`src/rtl/hazard_stall_unit.sv`:
```
// hazard_stall_unit: RAW hazard detect, PC stall, IF/ID flush, ID/EX bubble.
// Optional macro HAZARD_FORWARDING_EN: only load-use stalls when defined.
//
// Ports:
//   clk, reset           clock, sync active-high reset
//   id_valid             ID holds a real instruction
//   id_rs, id_rt         ID source registers
//   id_uses_rs/rt        ID instruction reads rs/rt
//   id_dest              ID destination register
//   id_reg_write         ID instruction writes the regfile
//   id_mem_read          ID instruction is a load
//   branch_taken         EX resolved a taken branch/jump
//   stall                hold PC and IF/ID
//   ifid_flush           clear IF/ID on next edge
//   idex_bubble          load NOP into ID/EX on next edge
//   stall_cycles         saturating count of stall cycles
module hazard_stall_unit #(
  parameter int REG_AW = 5,
  parameter int CNT_W  = 16
) (
  input  logic              clk,
  input  logic              reset,
  input  logic              id_valid,
  input  logic [REG_AW-1:0] id_rs,
  input  logic [REG_AW-1:0] id_rt,
  input  logic              id_uses_rs,
  input  logic              id_uses_rt,
  input  logic [REG_AW-1:0] id_dest,
  input  logic              id_reg_write,
  input  logic              id_mem_read,
  input  logic              branch_taken,
  output logic              stall,
  output logic              ifid_flush,
  output logic              idex_bubble,
  output logic [CNT_W-1:0]  stall_cycles
);

  logic [REG_AW-1:0] ex_dest;
  logic              ex_rw;
  logic              ex_mr;
  logic [REG_AW-1:0] mem_dest;
  logic              mem_rw;

  logic rs_ex, rt_ex;
  logic hz;
  logic load_ex;

  // $0 is hardwired, so it never creates a dependency.
  assign rs_ex = id_uses_rs && ex_rw &&
                 (id_rs == ex_dest) &&
                 (id_rs != '0);
  assign rt_ex = id_uses_rt && ex_rw &&
                 (id_rt == ex_dest) &&
                 (id_rt != '0);

`ifdef HAZARD_FORWARDING_EN
  // Results forward from EX/MEM; only a load
  // in EX is too late for its consumer.
  logic unused_mem;
  assign unused_mem = ^{mem_dest, mem_rw};
  assign hz = ex_mr && (rs_ex || rt_ex);
`else
  logic rs_mem, rt_mem;
  logic unused_mr;
  assign rs_mem = id_uses_rs && mem_rw &&
                  (id_rs == mem_dest) &&
                  (id_rs != '0);
  assign rt_mem = id_uses_rt && mem_rw &&
                  (id_rt == mem_dest) &&
                  (id_rt != '0);
  assign unused_mr = ex_mr;
  assign hz = rs_ex || rt_ex || rs_mem || rt_mem;
`endif

  // Flush outranks stall: the ID op is wrong-path.
  always_comb begin
    stall       = 1'b0;
    ifid_flush  = 1'b0;
    idex_bubble = 1'b0;
    priority case (1'b1)
      branch_taken: begin
        ifid_flush  = 1'b1;
        idex_bubble = 1'b1;
      end
      (id_valid && hz): begin
        stall       = 1'b1;
        idex_bubble = 1'b1;
      end
      default: ;
    endcase
  end

  assign load_ex = id_valid && !stall && !branch_taken;

  always_ff @(posedge clk) begin
    if (reset) begin
      ex_dest      <= '0;
      ex_rw        <= 1'b0;
      ex_mr        <= 1'b0;
      mem_dest     <= '0;
      mem_rw       <= 1'b0;
      stall_cycles <= '0;
    end else begin
      mem_dest <= ex_dest;
      mem_rw   <= ex_rw;
      if (load_ex) begin
        ex_dest <= id_dest;
        ex_rw   <= id_reg_write;
        ex_mr   <= id_mem_read;
      end else begin
        ex_dest <= '0;
        ex_rw   <= 1'b0;
        ex_mr   <= 1'b0;
      end
      if (stall && (stall_cycles != '1))
        stall_cycles <= stall_cycles + 1'b1;
    end
  end

endmodule

```
`config.mk`:
```
export PLATFORM = sky130hd
export DESIGN_NAME = hazard_stall_unit
export DESIGN_NICKNAME = d
export VERILOG_FILES = /design/src/rtl/hazard_stall_unit.sv
export SDC_FILE = /design/constraint.sdc
export NUM_CORES = 1
export LEC_CHECK = 0
export CORE_MARGIN = 2
export CORE_UTILIZATION = 47
export CTS_BUF_LIST = sky130_fd_sc_hd__clkbuf_16
export CTS_CLUSTER_DIAMETER = 150
export DETAILED_ROUTE_END_ITERATION = 7
export GPL_ROUTABILITY_DRIVEN = 1
export GPL_TIMING_DRIVEN = 0
export PLACE_DENSITY = 0.79
export SLEW_MARGIN = 15
export SYNTH_ARGS = -nofsm -noshare
export SYNTH_HDL_FRONTEND = slang
export SYNTH_SLANG_ARGS = --single-unit
```
`constraint.sdc`:
```
create_clock -name clk -period 2.5 [get_ports clk]
set_input_delay 0.5 -clock clk [delete_from_list [all_inputs] [get_ports clk]]
set_output_delay 0.5 -clock clk [all_outputs]
set_load 0.05 [all_outputs]
```
==> results by group <==
Global routing
  • Vias in the first global route: 1419
  • Overall routing resource usage: 23.46%
  • Initial antenna violation count: 0
  • Largest net degree at the start of global routing: 17
  • First-pass GRT wire length: 6.375 mm
  • Grt total ovfl: 0

STA
  • Final slew viol count: 0
  • Clk_skew: 0.005585 ns
  • Final min period: 2.453 ns
  • Slew HR: 49.82%
  • Worst-margin pin slew: 0.7510 ns
  • Setup TNS: 0 ns
  • Final setup viols: 0
  • Worst hold slack: 0.5113 ns
  • Final worst path period share: 98.12%
  • Max Freq: 407.7 MHz
  • Unrepaired setup endpoints after global routing: no
  • Final Hold Fails: 0

Power
  • Sw frac: 19.59%
  • Combinational Power Share: 9.3%
  • Internal: 0.8198 mW
  • VDD IR-drop max: 269.0 uV
  • Pleak: 0.7344 nW
  • Total power draw: 1.020 mW
  • Psw: 0.1998 mW
  • Reg power frac: 44.6%
  • Clock power frac: 46.2%
  • Pwr Density: 501.5 nW/um^2

Layout
  • Nets: 236
  • Post-layout util: 67.71%
  • Commonest non-fill, non-tap cells in the layout: dfxtp_1, clkdlybuf4s50_1, xnor2_1, a21oi_1, nor2b_1
  • P&R area growth vs syn: 38.77%
  • Fillcell total: 249
  • Post-route insts no fill: 244
  • N_diodes: 0
  • Commonest non-fill, non-tap cell in the layout: dfxtp_1
  • Layout cells sized above 1: 13.27%

Floorplan
  • IO Pins: 42
  • Die height: 59.84 um
  • DIE AREA: 3580 um^2
  • Initial Util: 48.79%
  • Core Area: 3003 um^2
  • Num rows: 20
  • Die X: 59.84 um

Detailed routing
  • DR top layer: met4
  • DRT iter0 DRCs: 94
  • Drt via density: 5.807
  • Via count: 1417
  • WL met1: 1.477 mm
  • Number of routed nets with antenna violations: 0
  • Met2 WL: 2.130 mm
  • DR WL met3: 219 um
  • DR pass1 iterations: 4
  • Final Routed Wirelength: 3.881 mm
  • Drt drc: 0
  • DR WL/cell: 15.91 um

Place
  • GP Congestion: 0.9980
  • Detail Placement HPWL: 2.724 mm
  • Input/output buffers: 39
  • Placed cells: 238

Status
  • Run status: completed

Clock network
  • CTS Buf Count: 3
  • CTS HTree Levels: 1
  • Clock Tree Buf Depth: 2
  • TritonCTS clock tree: yes
  • Clock Latency Late Sink: 0.26 ns
  • Root buffer cell: clkbuf_16
  • Reg clk slew, reported paths: 0.06 ns
  • CTS Hold Bufs: 0
  • CTS Sinks: 28

Flow run
  • Max_cap viols: 0

Synth
  • Sequential fraction of the synthesis area: 38.26%
  • Syn Area/Cell: 8.826 um^2
  • Top_reg_cell synth: dfxtp_1
  • Unique masters post-synth: 37
  • Synth area leader: dfxtp_1
  • Fraction of registers with async set/reset: 0%
  • Largest cells by area after synthesis: dfxtp_1, xnor2_1, nor2b_1, a21oi_1, or3_1
  • Post-Synthesis Cell Area: 1465 um^2
  • Post-synth net total: 190
  • Yosys warns: 0
  • EDFF count, synth: 0
  • Syn Inst Count: 166
  • Post-synth top area share: 38.26%
  • #FFs+latches synth: 28

Critical path
  • WP buf/inv: 3
  • Crit-path cells: buf_2, or4_1, o21a_1, nor2b_4, a22oi_4, inv_2, buf_8
  • Crit. End Element: output pin
  • Critical path's largest stage delay: 0.51 ns
  • Max FO, Critical Path: 4
  • CP arrival: 1.95 ns
  • Critical path class: primary input to output pin
  • Largest delay share family, worst path: simple AND/OR/NAND/NOR gates
  • Critical path startpoint category: primary input
  • Req. time, crit path: 2.00 ns
  • Slowest CP cell: or4_1

Min path
  • Hold Path Class: flop to flop
cell usage after synthesis, types with 2 or more instances:
master / count
dfxtp_1: 28
xnor2_1: 20
a21oi_1: 12
nor2b_1: 10
o21ai_0: 9
or3_1: 9
nand2_1: 8
nand4_1: 8
nor2_1: 8
and2_1: 6
nand3_1: 6
clkbuf_1: 4
o31ai_1: 4
or4_1: 4
mux2_2: 3
inv_1: 2
nand3b_1: 2
nor3_1: 2
nor4_1: 2
o22ai_1: 2
power by group through the flow:
stage | Sequential (mW) | Combinational (mW) | Clock, mW
final | 0.454 | 0.0945 | 0.471
after global routing | 0.454 | 0.103 | 0.492
after CTS | 0.454 | 0.0959 | 0.480
after detailed placement | 0.464 | 0.0961 | 0
after global placement | 0.464 | 0.0934 | 0
after floorplan | 0.463 | 0.0463 | 0
stage by stage:
| step | setup slack [ns] | instance area, um^2 |
|---|---|---|
| 2_1_floorplan | 0.1647 | 1465 |
| 3_3_place_gp | -0.9492 | 1897 |
| 3_5_place_dp | -0.9911 | 1897 |
| 4_1_cts | 0.002371 | 2022 |
| 5_1_grt | 0.0004867 | 2033 |
| 6_report | 0.04694 | 2033 |
logic make-up after synthesis:
logic type	Yosys count	share of synthesized area [%]
AND/OR/NAND/NOR	72	29.38
flip-flops	28	38.26
multiplexers	4	3.330
buffers and inverters	10	2.988
adder cells (fa/ha/maj)	1	0.8538
XOR/XNOR	20	11.96
AO/OA/AOI/OAI	31	13.24
layer usage:
| metal | track usage [%] | up-vias |
|---|---|---|
| met2 | 43.63 | 59 |
| met4 | 9.524 | 0 |
| met5 | 0 | - |
| met3 | 3.030 | 5 |
| li1 | - | 684 |
| met1 | 26.58 | 669 |
registers in the layout, indices dropped and copies added, names as in the netlist:
register      cells
ex_rw             1
ex_dest           5
mem_dest          5
stall_cycles     16
mem_rw            1
final cells by class:
cell class	instances	area (um^2)	area share [%]
Buffer	7	32.53	1.600
Inverter	3	11.26	0.5538
Multi-Input combinational cell	128	879.6	43.26
Timing Repair Buffer	41	402.9	19.82
Clock inverter	1	30.03	1.477
Tap cell	33	41.29	2.031
Clock buffer	3	75.07	3.692
Sequential cell	28	560.5	27.57
worst register-to-register path: cells and delay by family (launching register included):
kind	cells	cell delay [ns]
simple gates	4	1.35
mux	1	0.37
flops	1	0.36
fa+ha+maj	1	0.23
worst paths after layout:
kind | depth (start not counted) | endpoint | startpoint | slack, ns
worst max-delay path | 7 | stall | id_rt[0] | 0.05
worst min-delay path | 1 | mem_rw$_SDFF_PP0_ | ex_rw$_SDFF_PP0_ | 0.51
worst max register to register | 6 | stall_cycles[9]$_SDFFE_PP0P_ | stall_cycles[0]$_SDFFE_PP0P_ | 0.09
worst min register to register | 1 | mem_rw$_SDFF_PP0_ | ex_rw$_SDFF_PP0_ | 0.51
repair_timing:
action / CTS / global route
pin swaps: 4 / 4
gates resized for setup: 30 / 10
setup buffers: 2 / 0
endpoints found under the setup margin: 9 / 9
endpoints found under the hold margin: 0 / 0
gates cloned: 0 / 0
Note: power is estimated with default switching activity, not from simulation.
==> RTL change 1 (same flow settings) <==
Reset style: asynchronous (`reset`), changed in one clocked block. Comments in the files are not updated.
--- a/src/rtl/hazard_stall_unit.sv
+++ b/src/rtl/hazard_stall_unit.sv
@@ -92,7 +92,7 @@
 
   assign load_ex = id_valid && !stall && !branch_taken;
 
-  always_ff @(posedge clk) begin
+  always_ff @(posedge clk or posedge reset) begin
     if (reset) begin
       ex_dest      <= '0;
       ex_rw        <= 1'b0;
Behaviour: differs if reset is asserted again (counterexample within 4 cycles, from zero or initial values and one cycle with reset high); with reset held inactive, the same outputs for 10 cycles.
==> RTL change 1 against the unedited design <==
  * The run now ends with DRC left
  * Non-clock buffer count is 2 lower
  * Final area down 4.3%
  * Area after synthesis fell by 3.3%
  * Critical path type unchanged
  * Largest power group is now sequential cells
  * Routed wire length fell by 21%
  * Worst setup slack got worse by 0.0039 ns
  * Sequential cell count stayed put
  * Clock power shrank 24%
  * Power fell by 7.7%
  * Register-to-register slack improved by 0.32 ns
  * Sequential share of layout area up 8.4 points
==> RTL change 1: results (changes against the unedited design) <==
antenna violations before repair=0 (unchanged); top_reg_cell synth=dfrtp_1; CTS Root Buffer Type=clkbuf_16; Cell variety after synth=32 (-14%); DRC viols=3 (+3); Tot GR Track Use=19.5% (-3.9 points); routed length on met3=144 um (-34%); failing checks=DRC; Post-Syn Nets=144 (-24%); biggest regs=stall_cycles x16, ex_dest x5, mem_dest x5; Hold Crit Class=flop to flop; CTS H-tree depth=1 (unchanged); Diodes inserted=0 (unchanged); total CTS buffers=3 (unchanged); CP Data Arrival Time=1.96 ns; Reg clk slew, reported paths=0.06 ns (about the same); share of cells above drive strength 1=14.5% (+1.3 points); vias after detailed routing=1061 (-25%); WL final=3.05 mm (-21%); PortBufs=40 (+2.6%); first-pass GRT wire length=4.98 mm (-22%); Clock Latency Late Sink=0.26 ns (about the same); placed cell areas=0.00186 mm^2 (-2.2%); Fillers=217 (-13%); Clock Tree Buf Depth=2 (unchanged); Synth area leaders=dfrtp_1 (49%), xnor2_1 (11%), xor2_1 (11%), and2_1 (4.0%), nand4_1 (4.0%); nets@finish=190 (-19%); Hold Buf Count CTS=0 (unchanged); detailed router's first-iteration violation count=32 (-66%); leakage=0.906 nW (+23%); DR pass1 iterations=6 (+2); wire length on met2=1.47 mm (-31%); Max VDD drop=0.317 mV (+18%); synthesized cell area=0.00142 mm^2 (-3.3%); routability cong.=0.824 (-17%); Synth Warn #=0 (unchanged); Synth top cells by count=dfrtp_1 (28), xnor2_1 (17), xor2_1 (17); worst slew pin tran=0.976 ns (+0.225 ns); DR top layer=met4; Worst Clk Skew=0.00572 ns (+0.000131 ns); Met1 Routed Length=1.41 mm (-4.7%); register area share after synthesis=49.5% (+11 points); crit path max fanout=4 (unchanged); Switching Share=22.3% (+2.7 points); Post-synth ARST share=100% (+100 points); outcome=finished, violations left; post-DP HPWL=2.27 mm (-17%); largest net degree at the start of global routing=29 (+12)
## RTL change 1: cell count changes in the layout (fill, tap and decap cells not counted), moves of 10 or more
cell | before | now
xor2_1 | 0 | 17
dfrtp_1 | 0 | 28
nor2b_1 | 10 | 0
a21oi_1 | 12 | 0
dfxtp_1 | 28 | 0
## RTL change 1: power by group through the flow
stage / sequential, mW / clock [mW] / combinational, mW
floorplan: 0.489 / 0 / 0.0477
global placement: 0.483 / 0 / 0.110
detailed placement: 0.483 / 0 / 0.113
CTS: 0.475 / 0.364 / 0.111
global route: 0.476 / 0.384 / 0.121
finish: 0.475 / 0.356 / 0.110
## RTL change 1: per-layer routing
layer	global-route usage (%)	up-vias
met1	25.7	521
met2	31.7	31
met5	0	-
met4	6.17	0
met3	4.84	5
li1	-	504
## RTL change 1: cell families after synthesis
kind of cell	synth area share, %
flip-flops	49.5
AO/OA/AOI/OAI	3.44
buffers and inverters	3.89
multiplexers	1.50
XOR/XNOR	21.0
AND/OR/NAND/NOR	19.8
adder cells (fa/ha/maj)	0.883
## RTL change 1: path summary, 6_finish.rpt
check,startpoint,to,cells after the start,slack (ns)
min in group asynchronous,reset,stall_cycles[2]$_DFFE_PP0P_,2,0.65
setup reg to reg,ex_dest[2]$_DFF_PP0_,stall_cycles[8]$_DFFE_PP0P_,9,0.41
hold reg to reg,ex_rw$_DFF_PP0_,mem_rw$_DFF_PP0_,0,0.42
setup / recovery,id_rs[0],idex_bubble,6,0.04
max in group asynchronous,reset,mem_dest[4]$_DFF_PP0_,2,1.40
hold / removal,ex_rw$_DFF_PP0_,mem_rw$_DFF_PP0_,0,0.42
## RTL change 1: what timing repair did
item | 4_1_cts | 5_1_grt
resized for setup | 30 | 6
setup buffers | 0 | 1
endpoints found under the setup margin | 2 | 2
pin swaps | 1 | 7
hold endpoints to repair | 0 | 0
## RTL change 1: metrics by stage
step	worst slack [ns]	utilization [%]	hold WS, ns	cells	TNS (ns)
after floorplan	0.385	-	0.366	120	0
after global placement	-0.794	66.1	0.404	191	-2.72
after detailed placement	-0.810	66.1	0.399	191	-2.95
after CTS	-0.00738	69.2	0.413	195	-0.00738
after global routing	-0.00142	69.4	0.438	196	-0.00142
final	0.0430	69.4	0.416	196	0
## RTL change 1: worst max-delay path, stage by stage
cell	delay, ns
dlygate4sd2_1	0.27
or4_4	0.55
o21ai_2	0.15
o22ai_2	0.11
a21o_2	0.23
buf_8	0.15
## RTL change 1: area by class of cell
class	instances	area [um^2]	area share [%]
clock inverters	1	3.75	0.193
clock buffers	3	75.1	3.86
inverters	2	7.51	0.386
repair buffers	41	395	20.3
multi-input cells	85	677	34.8
plain buffers	5	47.5	2.44
flip-flops and latches	28	701	36.0
well taps	31	38.8	1.99
==> RTL change 2 (config.mk and constraints unchanged) <==
Without the edit above. The parameter `REG_AW` goes from 5 to 4.
--- a/src/rtl/hazard_stall_unit.sv
+++ b/src/rtl/hazard_stall_unit.sv
@@ -15,7 +15,7 @@
 //   idex_bubble          load NOP into ID/EX on next edge
 //   stall_cycles         saturating count of stall cycles
 module hazard_stall_unit #(
-  parameter int REG_AW = 5,
+  parameter int REG_AW = 4,
   parameter int CNT_W  = 16
 ) (
   input  logic              clk,
Ports: changed (resized id_dest, id_rs and id_rt); port bits go from 42 to 39. No check against the original RTL was run, so the function may have changed too.
==> RTL change 2 against the unedited design <==
  * The run now ends with setup timing left
  * Final area rose by 2.5%
  * First-iteration DRC count is 49% lower
  * Routed wire length decreased by 6.0%
  * Area after synthesis fell by 1.5%
  * Global-route usage down 1.6 points
  * Synthesized cell count fell by 7.2%
  * Sequential cell count decreased by 2
  * Power decreased by 4.4%
  * Count of clock-buffer cells in the layout unchanged
  * Critical path depth is the same
  * Worst setup slack worse by 0.12 ns
==> RTL change 2: results (changes against the unedited design) <==
Multi-input gate area=911 um^2 (+3.6%); Non-Filler Instances=237 (-2.9%); PortBufs=37 (-5.1%); Synth top cells by count=dfxtp_1 (26), a21oi_1 (12), xor2_1 (12); Post-Syn Nets=175 (-7.9%); Clock-cell share=5.05% (-0.12 points); Cell variety after synth=39 (+5.4%); detailed router's first-iteration violation count=48 (-49%); biggest regs=stall_cycles x16, ex_dest x4, mem_dest x4; cell depth of the worst flop-to-flop path=8 (+2); Synth Area in Compound Gates=13.8% (+0.55 points); post-synthesis adder-cell area fraction=0.867% (+0.013 points); Fin Setup TNS=-0.110 ns (-0.110 ns); Power Clock=461 uW (-2%); Via density=5.71 (-1.7%); share of cells above drive strength 1=23.5% (+10 points); WL final=3.65 mm (-6.0%); Area Growth Syn to Fin=44.4%; Final setup viols=2 (+2); outcome=finished, violations left; internal power=784 uW (-4.4%); Max VDD drop=0.304 mV (+13%); CP Data Arrival Time=2.08 ns (+0.13 ns); placed cell areas=0.00185 mm^2 (-2.2%); failing checks=setup timing; NonClk Buf Share=23.2% (+1.8 points); Switching Share=19.6% (about the same); number of global-route vias before repair=1366 (-3.7%); register area share after synthesis=36.1% (-2.2 points); cell count after placement=224 (-5.9%); Synth Area in XOR/XNOR=9.71% (-2.2 points); combinational share of power=9.6% (+0.3 points); Tot GR Track Use=21.9% (-1.6 points); largest net degree at the start of global routing=16 (-1); inverter count=6 (+3); setup slack after layout=-0.0775 ns (-0.124 ns); #MultiIn Comb=114 (-11%); mux share of post-synthesis cell area=3.12% (-0.21 points); nets@finish=226 (-4.2%); routability cong.=0.939 (-5.9%)
[RTL change 2: repair_timing]
action,in CTS,in global routing
setup buffers,6,3
endpoints found under the setup margin,10,6
pin swaps,9,3
resized for setup,65,2
[RTL change 2: per-layer routing]
layer	global-route usage (%)	share of wire [%]
met5	0	0
met4	8.77	0.88
met3	2.62	4.1
met2	38.3	51
met1	27.0	44
[RTL change 2: final timing paths]
kind / from / endpoint / slack (ns)
worst max-delay path: id_rt[3] / idex_bubble / -0.08
worst min register to register: stall_cycles[10]$_SDFFE_PP0P_ / stall_cycles[10]$_SDFFE_PP0P_ / 0.49
worst max register to register: stall_cycles[0]$_SDFFE_PP0P_ / stall_cycles[15]$_SDFFE_PP0P_ / 0.21
worst min-delay path: stall_cycles[10]$_SDFFE_PP0P_ / stall_cycles[10]$_SDFFE_PP0P_ / 0.49
[RTL change 2: critical path: stages]
cell,delay (ns)
buf_8,0.09
o41a_1,0.45
nand3_2,0.11
nor4_4,0.05
or4_4,0.55
a21o_1,0.18
buf_6,0.15
